[config.mk]
export PLATFORM = sky130hd
export DESIGN_NAME = hazard_scoreboard
export DESIGN_NICKNAME = d
export VERILOG_FILES = /design/src/rtl/hazard_pkg.sv /design/src/rtl/hazard_match.sv /design/src/rtl/hazard_scoreboard.sv
export SDC_FILE = /design/constraint.sdc
export NUM_CORES = 1
export LEC_CHECK = 0
export CELL_PAD_IN_SITES_DETAIL_PLACEMENT = 0
export CELL_PAD_IN_SITES_GLOBAL_PLACEMENT = 1
export CORE_MARGIN = 3
export CORE_UTILIZATION = 36
export DETAILED_ROUTE_END_ITERATION = 10
export MAX_ROUTING_LAYER = met4
export PLACE_DENSITY_LB_ADDON = 0.1
export SLEW_MARGIN = 25
export SYNTH_ARGS = -nofsm -noshare
export SYNTH_HDL_FRONTEND = slang
export SYNTH_SLANG_ARGS = --single-unit
[constraint.sdc]
create_clock -name clk -period 2.9 [get_ports clk]
set_clock_uncertainty 0.15 [all_clocks]
set_input_delay 0.58 -clock clk [delete_from_list [all_inputs] [get_ports clk]]
set_output_delay 0.58 -clock clk [all_outputs]
set_load 0.01 [all_outputs]
[src/rtl/hazard_pkg.sv]
// hazard_pkg -- shared types and constants for the hazard scoreboard.
//
// Contents:
//   AW_MAX         widest register address the scoreboard entry can hold
//   FWD_REGFILE    forward-select value meaning "take operand from the register file"
//   sb_entry_t     one in-flight instruction tracked after decode
//   params_legal   elaboration-time parameter legality check
//
// Configuration macro used by the including design: HZ_FORWARD_EN.
package hazard_pkg;

  localparam int AW_MAX      = 8;
  localparam int FWD_REGFILE = 0;

  // Register fields are stored at AW_MAX bits; narrower address widths are
  // zero-extended on the way in so that comparisons stay exact.
  typedef struct packed {
    logic              valid;
    logic              arm;
    logic [AW_MAX-1:0] rd;
    logic              regwrite;
    logic              load;
    logic [AW_MAX-1:0] rs1;
    logic [AW_MAX-1:0] rs2;
    logic              rs1_use;
    logic              rs2_use;
  } sb_entry_t;

  function automatic bit params_legal(input int nstages, input int aw, input int load_avail);
    return (nstages >= 2) && (nstages <= 8) &&
           (aw >= 1) && (aw <= AW_MAX) &&
           (load_avail >= 1) && (load_avail <= nstages - 1);
  endfunction

endpackage

[src/rtl/hazard_match.sv]
// hazard_match -- compares one source register against every scoreboard entry.
//
// Ports:
//   valid, regwrite, load  in  NSTAGES  per-entry flags (entry 0 = E)
//   rd                     in  AW_MAX x NSTAGES  per-entry destination
//   src                    in  AW_MAX  source register being read
//   src_use                in  1       source is actually read (and consumer valid)
//   arm                    in  1       consumer is ARM; 0 = RISC-V, where x0 never matches
//   hit                    out NSTAGES raw match per entry
//   fwd_idx                out FW      youngest forwardable producer in 1..NSTAGES-1, else 0
//
// A load producer is only forwardable from entry LOAD_AVAIL onward.
module hazard_match
  import hazard_pkg::*;
#(
  parameter int NSTAGES    = 3,
  parameter int LOAD_AVAIL = 2,
  parameter int FW         = 2
) (
  input  logic [NSTAGES-1:0] valid,
  input  logic [NSTAGES-1:0] regwrite,
  input  logic [NSTAGES-1:0] load,
  input  logic [AW_MAX-1:0]  rd [NSTAGES],
  input  logic [AW_MAX-1:0]  src,
  input  logic               src_use,
  input  logic               arm,
  output logic [NSTAGES-1:0] hit,
  output logic [FW-1:0]      fwd_idx
);

  logic found;
  logic unused_load0;

  // Entry 0 is the consumer's own stage for forwarding, so its load flag is
  // never consulted here.
  assign unused_load0 = load[0];

  always_comb begin
    hit = '0;
    for (int j = 0; j < NSTAGES; j++) begin
      hit[j] = valid[j] & regwrite[j] & src_use & (rd[j] == src) &
               (arm | (src != '0));
    end
  end

  // Ascending scan: the first qualifying entry is the youngest producer.
  always_comb begin
    fwd_idx = FW'(FWD_REGFILE);
    found   = 1'b0;
    for (int j = 1; j < NSTAGES; j++) begin
      if (!found && hit[j] && (!load[j] || (j >= LOAD_AVAIL))) begin
        fwd_idx = FW'(j);
        found   = 1'b1;
      end
    end
  end

endmodule

[src/rtl/hazard_scoreboard.sv]
// hazard_scoreboard -- parametrised hazard unit for the ARM/RISC-V pipeline.
//
// Keeps a shadow scoreboard of every post-decode stage (entry 0 = E,
// entry NSTAGES-1 = W) and derives stalls, flushes and forward selects.
//
// Ports:
//   clk, rst                 clock, synchronous active-high reset
//   valid_d, arm_d           decode holds an instruction / instruction is ARM
//   rs1_d, rs2_d             decode sources; rs1_use_d, rs2_use_d: actually read
//   rd_d, regwrite_d, load_d decode destination, writes it, result from memory
//   branch_taken_e           execute redirects the PC
//   stall_f, stall_d         hold PC / decode register
//   flush_d, flush_e         bubble decode / execute register
//   fwd_a, fwd_b             execute operand source (0 = regfile, j = entry j)
//   stall_cnt                saturating count of hazard stall cycles
//
// Macro HZ_FORWARD_EN: when defined, results are forwarded and only
// too-young load results stall. When undefined, nothing is forwarded and
// any in-flight producer in entries 0..NSTAGES-2 stalls decode.
//
// Valid/ready: there is no handshake; decode simply offers one instruction
// per cycle and obeys stall_d/flush_d in the same cycle, and the downstream
// pipeline always advances.
module hazard_scoreboard
  import hazard_pkg::*;
#(
  parameter int NSTAGES    = 3,
  parameter int AW         = 5,
  parameter int LOAD_AVAIL = 2,
  parameter int FW         = $clog2(NSTAGES)
) (
  input  logic          clk,
  input  logic          rst,
  input  logic          valid_d,
  input  logic          arm_d,
  input  logic [AW-1:0] rs1_d,
  input  logic [AW-1:0] rs2_d,
  input  logic          rs1_use_d,
  input  logic          rs2_use_d,
  input  logic [AW-1:0] rd_d,
  input  logic          regwrite_d,
  input  logic          load_d,
  input  logic          branch_taken_e,
  output logic          stall_f,
  output logic          stall_d,
  output logic          flush_d,
  output logic          flush_e,
  output logic [FW-1:0] fwd_a,
  output logic [FW-1:0] fwd_b,
  output logic [31:0]   stall_cnt
);

  if (!params_legal(NSTAGES, AW, LOAD_AVAIL)) begin : g_bad_params
    $error("hazard_scoreboard: illegal NSTAGES/AW/LOAD_AVAIL combination");
  end

  sb_entry_t          sb [NSTAGES];
  sb_entry_t          dec_entry;
  logic [NSTAGES-1:0] sb_valid;
  logic [NSTAGES-1:0] sb_regwrite;
  logic [NSTAGES-1:0] sb_load;
  logic [AW_MAX-1:0]  sb_rd [NSTAGES];
  logic [NSTAGES-1:0] dec_hit_a;
  logic [NSTAGES-1:0] dec_hit_b;
  logic [FW-1:0]      dec_fwd_a;
  logic [FW-1:0]      dec_fwd_b;
  logic [FW-1:0]      exe_fwd_a;
  logic [FW-1:0]      exe_fwd_b;
  logic               load_hazard;

  always_comb begin
    dec_entry          = '0;
    dec_entry.valid    = valid_d;
    dec_entry.arm      = arm_d;
    dec_entry.rd       = AW_MAX'(rd_d);
    dec_entry.regwrite = regwrite_d;
    dec_entry.load     = load_d;
    dec_entry.rs1      = AW_MAX'(rs1_d);
    dec_entry.rs2      = AW_MAX'(rs2_d);
    dec_entry.rs1_use  = rs1_use_d;
    dec_entry.rs2_use  = rs2_use_d;
  end

  always_comb begin
    sb_valid    = '0;
    sb_regwrite = '0;
    sb_load     = '0;
    for (int j = 0; j < NSTAGES; j++) begin
      sb_valid[j]    = sb[j].valid;
      sb_regwrite[j] = sb[j].regwrite;
      sb_load[j]     = sb[j].load;
      sb_rd[j]       = sb[j].rd;
    end
  end

  // Decode-side comparators: the consumer is the instruction in decode.
  hazard_match #(.NSTAGES(NSTAGES), .LOAD_AVAIL(LOAD_AVAIL), .FW(FW)) u_dec_a (
    .valid(sb_valid), .regwrite(sb_regwrite), .load(sb_load), .rd(sb_rd),
    .src(dec_entry.rs1), .src_use(valid_d & rs1_use_d), .arm(arm_d),
    .hit(dec_hit_a), .fwd_idx(dec_fwd_a)
  );

  hazard_match #(.NSTAGES(NSTAGES), .LOAD_AVAIL(LOAD_AVAIL), .FW(FW)) u_dec_b (
    .valid(sb_valid), .regwrite(sb_regwrite), .load(sb_load), .rd(sb_rd),
    .src(dec_entry.rs2), .src_use(valid_d & rs2_use_d), .arm(arm_d),
    .hit(dec_hit_b), .fwd_idx(dec_fwd_b)
  );

`ifdef HZ_FORWARD_EN
  logic [NSTAGES-1:0] exe_hit_a;
  logic [NSTAGES-1:0] exe_hit_b;
  logic               unused_fwd;

  // Execute-side comparators: the consumer is scoreboard entry 0 itself.
  hazard_match #(.NSTAGES(NSTAGES), .LOAD_AVAIL(LOAD_AVAIL), .FW(FW)) u_exe_a (
    .valid(sb_valid), .regwrite(sb_regwrite), .load(sb_load), .rd(sb_rd),
    .src(sb[0].rs1), .src_use(sb[0].valid & sb[0].rs1_use), .arm(sb[0].arm),
    .hit(exe_hit_a), .fwd_idx(exe_fwd_a)
  );

  hazard_match #(.NSTAGES(NSTAGES), .LOAD_AVAIL(LOAD_AVAIL), .FW(FW)) u_exe_b (
    .valid(sb_valid), .regwrite(sb_regwrite), .load(sb_load), .rd(sb_rd),
    .src(sb[0].rs2), .src_use(sb[0].valid & sb[0].rs2_use), .arm(sb[0].arm),
    .hit(exe_hit_b), .fwd_idx(exe_fwd_b)
  );

  assign unused_fwd = ^{dec_fwd_a, dec_fwd_b, exe_hit_a, exe_hit_b,
                        dec_hit_a[NSTAGES-1], dec_hit_b[NSTAGES-1]};

  // Only a load still younger than LOAD_AVAIL blocks the consumer.
  always_comb begin
    load_hazard = 1'b0;
    for (int j = 0; j < NSTAGES - 1; j++) begin
      if ((dec_hit_a[j] | dec_hit_b[j]) && sb_load[j] && (j + 1 < LOAD_AVAIL)) begin
        load_hazard = 1'b1;
      end
    end
  end
`else
  logic unused_fwd;

  assign exe_fwd_a  = FW'(FWD_REGFILE);
  assign exe_fwd_b  = FW'(FWD_REGFILE);
  assign unused_fwd = ^{dec_fwd_a, dec_fwd_b, sb[0].rs1, sb[0].rs2,
                        sb[0].rs1_use, sb[0].rs2_use, sb[0].arm,
                        dec_hit_a[NSTAGES-1], dec_hit_b[NSTAGES-1]};

  // Without forwarding every producer short of W blocks the consumer.
  always_comb begin
    load_hazard = 1'b0;
    for (int j = 0; j < NSTAGES - 1; j++) begin
      if (dec_hit_a[j] | dec_hit_b[j]) begin
        load_hazard = 1'b1;
      end
    end
  end
`endif

  // A taken branch squashes the stalled consumer anyway, so it overrides the stall.
  always_comb begin
    stall_f = load_hazard & ~branch_taken_e;
    stall_d = load_hazard & ~branch_taken_e;
    flush_d = branch_taken_e;
    flush_e = branch_taken_e | load_hazard;
    fwd_a   = exe_fwd_a;
    fwd_b   = exe_fwd_b;
    if (rst) begin
      stall_f = 1'b0;
      stall_d = 1'b0;
      flush_d = 1'b1;
      flush_e = 1'b1;
      fwd_a   = FW'(FWD_REGFILE);
      fwd_b   = FW'(FWD_REGFILE);
    end
  end

  always_ff @(posedge clk) begin
    if (rst) begin
      for (int j = 0; j < NSTAGES; j++) begin
        sb[j] <= '0;
      end
      stall_cnt <= '0;
    end else begin
      sb[0] <= flush_e ? '0 : dec_entry;
      for (int j = 1; j < NSTAGES; j++) begin
        sb[j] <= sb[j-1];
      end
      if (stall_d && (stall_cnt != '1)) begin
        stall_cnt <= stall_cnt + 32'd1;
      end
    end
  end

endmodule

==> impl_metrics.ini <==
[yosys]
synth.area.mux_share_pct = 4.39
yosysTopAreaCellShare_pct = 36.3
synth-compound-area-share_pct = 14.3
synth_xor_area_share_pct = 6.90
async_reset_ff_share_pct = 0
synth_edf_count = 0
synth.largest_area_cell = dfxtp_1
synth-main-ff-cell = dfxtp_1
yosysWarnings = 0
synthAdderAreaFrac_pct = 0.493
syn_area_per_cell_sq_um = 8.27
synthCells = 307
syn_area_sq_um = 2540
synth-seq-cells = 46
synthSimpleGateAreaFrac_pct = 31.8
yosys-top-cells-area = dfxtp_1, xor2_1, o31ai_1, or4_1, a21oi_1
synth_top_family_by_area = simple AND/OR/NAND/NOR gates
synth-seq-area-share_pct = 36.3
ys_types = 37

[clocking]
cts_max_path_buffers = 2
cts_made_buffers = 5
cts.sinks = 46
cts_root_buffer = clkbuf_8
clock_latency_ns = 0.30
clkTransAtPathRegs_ns = 0.09
cts_tree = done
htree_levels = 2
ctsHoldBuffers = 0

[final_layout]
nets = 404
area_delta_synth_final_pct = 39.2
final_layout_size_suffix_gt1_share_pct = 15.5
insertedDiodeCount = 0

[grt]
grt_pass1_wl_microns = 12200
grt_pass1_vias = 2388
overflow = 0
grt_antenna_before_repair = 0
grt_usage_pct = 18.4
grt_start_max_net_pins = 49

[setup_path]
critPathMaxFanout = 3
crit_arrival_ns = 2.15
crit_family = buffers and inverters
cp.required_ns = 2.17
crit_buf_inv = 3
end_kind = output port
worstSetupPathType = primary input to output port
cp_cell_sequence = dlygate4sd2_1, xor2_1, nor4_2, a22oi_2, buf_4, o22a_2, nor2_2, buf_2
worstSetupStartpointType = primary input
slowest_delay_ns = 0.34
slowest_stage = nor4_2

[floorplan]
die_h_microns = 90.0
start_util_pct = 38.4
die-width_microns = 90.0
std_cell_rows = 29
dieArea_sq_um = 8090
core_sq_um = 6600
num_io_pins = 64

[detailed_routing]
wirelength_microns = 7180
vias = 2530
drt_iter0_markers = 123
postRouteAntennaNets = 0
drc = 0
post_drt_wl_per_cell_microns = 15.2
first_pass_iters = 5
vias_per_cell = 5.35

[status]
status = finished clean

[sta]
worstMarginPinSlew_ns = 0.580
fin_setup_tns_ns = 0
period_minus_slack_ns = 2.88
whs_ns = 0.323
hold_viol = 0
fin_crit_sh_pct = 99.2
fmax_mhz = 348
setup_viol = 0
maxSlewHeadroom_pct = 61.0
setup_ws_ns = 0.0242
slew_viol_final = 0

[pwr]
power-per-cell-area_nw_per_um2 = 384
p_leak_uw = 0.00126
peakVddDrop_uv = 194

[place]
place.gp.congestion = 0.834
port-buffer-count = 58
dp_worst_setup_slack_ns = -0.495
post-dp-hpwl_microns = 5030

[hold_path]
hold_class = register to register

[flow_run]
max-cap-violations = 0
## repair_timing
action / CTS / global route
setup buffers: 6 / 0
setup endpoints to repair: 16 / 17
resized for setup: 27 / 6
pin swaps: 6 / 5
## routing by layer
layer  share of wire (%)  vias to the layer above  wire length [microns]  global-route usage [%]
met4                 1.2                        0                     87                    4.85
met5                   0                        -                      0                       -
met1                  51                     1195                   3650                    26.2
met2                  44                       59                   3150                    26.6
met3                 4.2                       10                    298                    3.76
li1                    -                     1266                      -                       -
## cell families after synthesis
group,after synthesis
multiplexers,10
AO/OA/AOI/OAI,55
other,1
XOR/XNOR,20
adder cells (fa/ha/maj),1
flip-flops,46
AND/OR/NAND/NOR,146
buffers and inverters,28
## worst paths after layout
path                            startpoint            end  slack (ns)  depth (start not counted)
worst max register to register   sb[0][22]  stall_cnt[21]        0.26                          9
worst min register to register   sb[0][19]      sb[0][49]        0.32                          1
worst max-delay path              rs2_d[2]        stall_d        0.02                          8
worst min-delay path             sb[0][19]      sb[0][49]        0.32                          1
## layout make-up
cell class,instances,area (sq um)
clock buffers,6,82.6
clock inverters,2,60.1
fillers,640,3070
inverters,7,26.3
multi-input cells,236,1560
flip-flops and latches,46,921
well taps,93,116
repair buffers,83,767
## synth_stat cells (all sizes together), types with 4 or more instances
cell type / instances
and3: 13
buf: 12
mux2: 9
nor4: 12
nor3: 9
and4: 4
nand3: 19
o31ai: 19
dfxtp: 46
nand2: 19
xor2: 20
nor2b: 15
inv: 7
a21oi: 23
nor2: 25
nand4: 8
or4: 17
clkbuf: 9
## worst reg2reg max path, stage by stage (launching register included)
cell	delay [ns]
dfxtp_1	0.34
xor2_1	0.17
nor4_2	0.34
a22oi_2	0.14
buf_4	0.15
o22a_2	0.26
buf_6	0.17
buf_4	0.19
or4_1	0.52
a21oi_1	0.15
## state kept, by name, summed over array words and instances, names as in the netlist
| register | cells |
|---|---|
| sb | 14 |
| stall_cnt | 32 |
## layout by cell type, fill, tap and decap left out, drive strengths merged
cell           Yosys  layout
buf               12      27
a21oi             23      23
nand4              8       8
bufinv             0       2
nor2              25      25
clkdlybuf4s50      0      45
a22oi              2       2
clkbuf             9       6
clkdlybuf4s15      0       1
dlygate4sd2        0       9
nor3               9       9
and3              13      13
or4               17      17
o22a               1       1
a31oi              1       1
ha                 1       1
o21ai              1       1
a41o               2       2
o2111ai            3       3
and2               2       2
or2                2       2
inv                7       7
nor2b             15      15
nand2b             1       1
o31ai             19      19
dlymetal6s2s       0       1
o22ai              1       1
nand2             19      19
a21o               2       2
mux2               9       9
xor2              20      20
dfxtp             46      46
conb               1       4
mux2i              1       1
nand3             19      19
nor4              12      12
and4               4       4
## report_power, final
group | switching, uW | internal [uW]
combinational | 60.6 | 53.8
clock | 230 | 368
sequential | 5.40 | 638
## stage by stage
step                instance area, sq um  power [uW]  instances  util [%]
floorplan                           2550         711        310         -
global placement                    3290         770        459      49.9
detailed placement                  3290         770        459      49.9
CTS                                 3500        1360        473      53.0
global route                        3530        1410        473      53.5
finish                              3530        1350        473      53.5
Note: power is estimated with default switching activity, not from simulation.
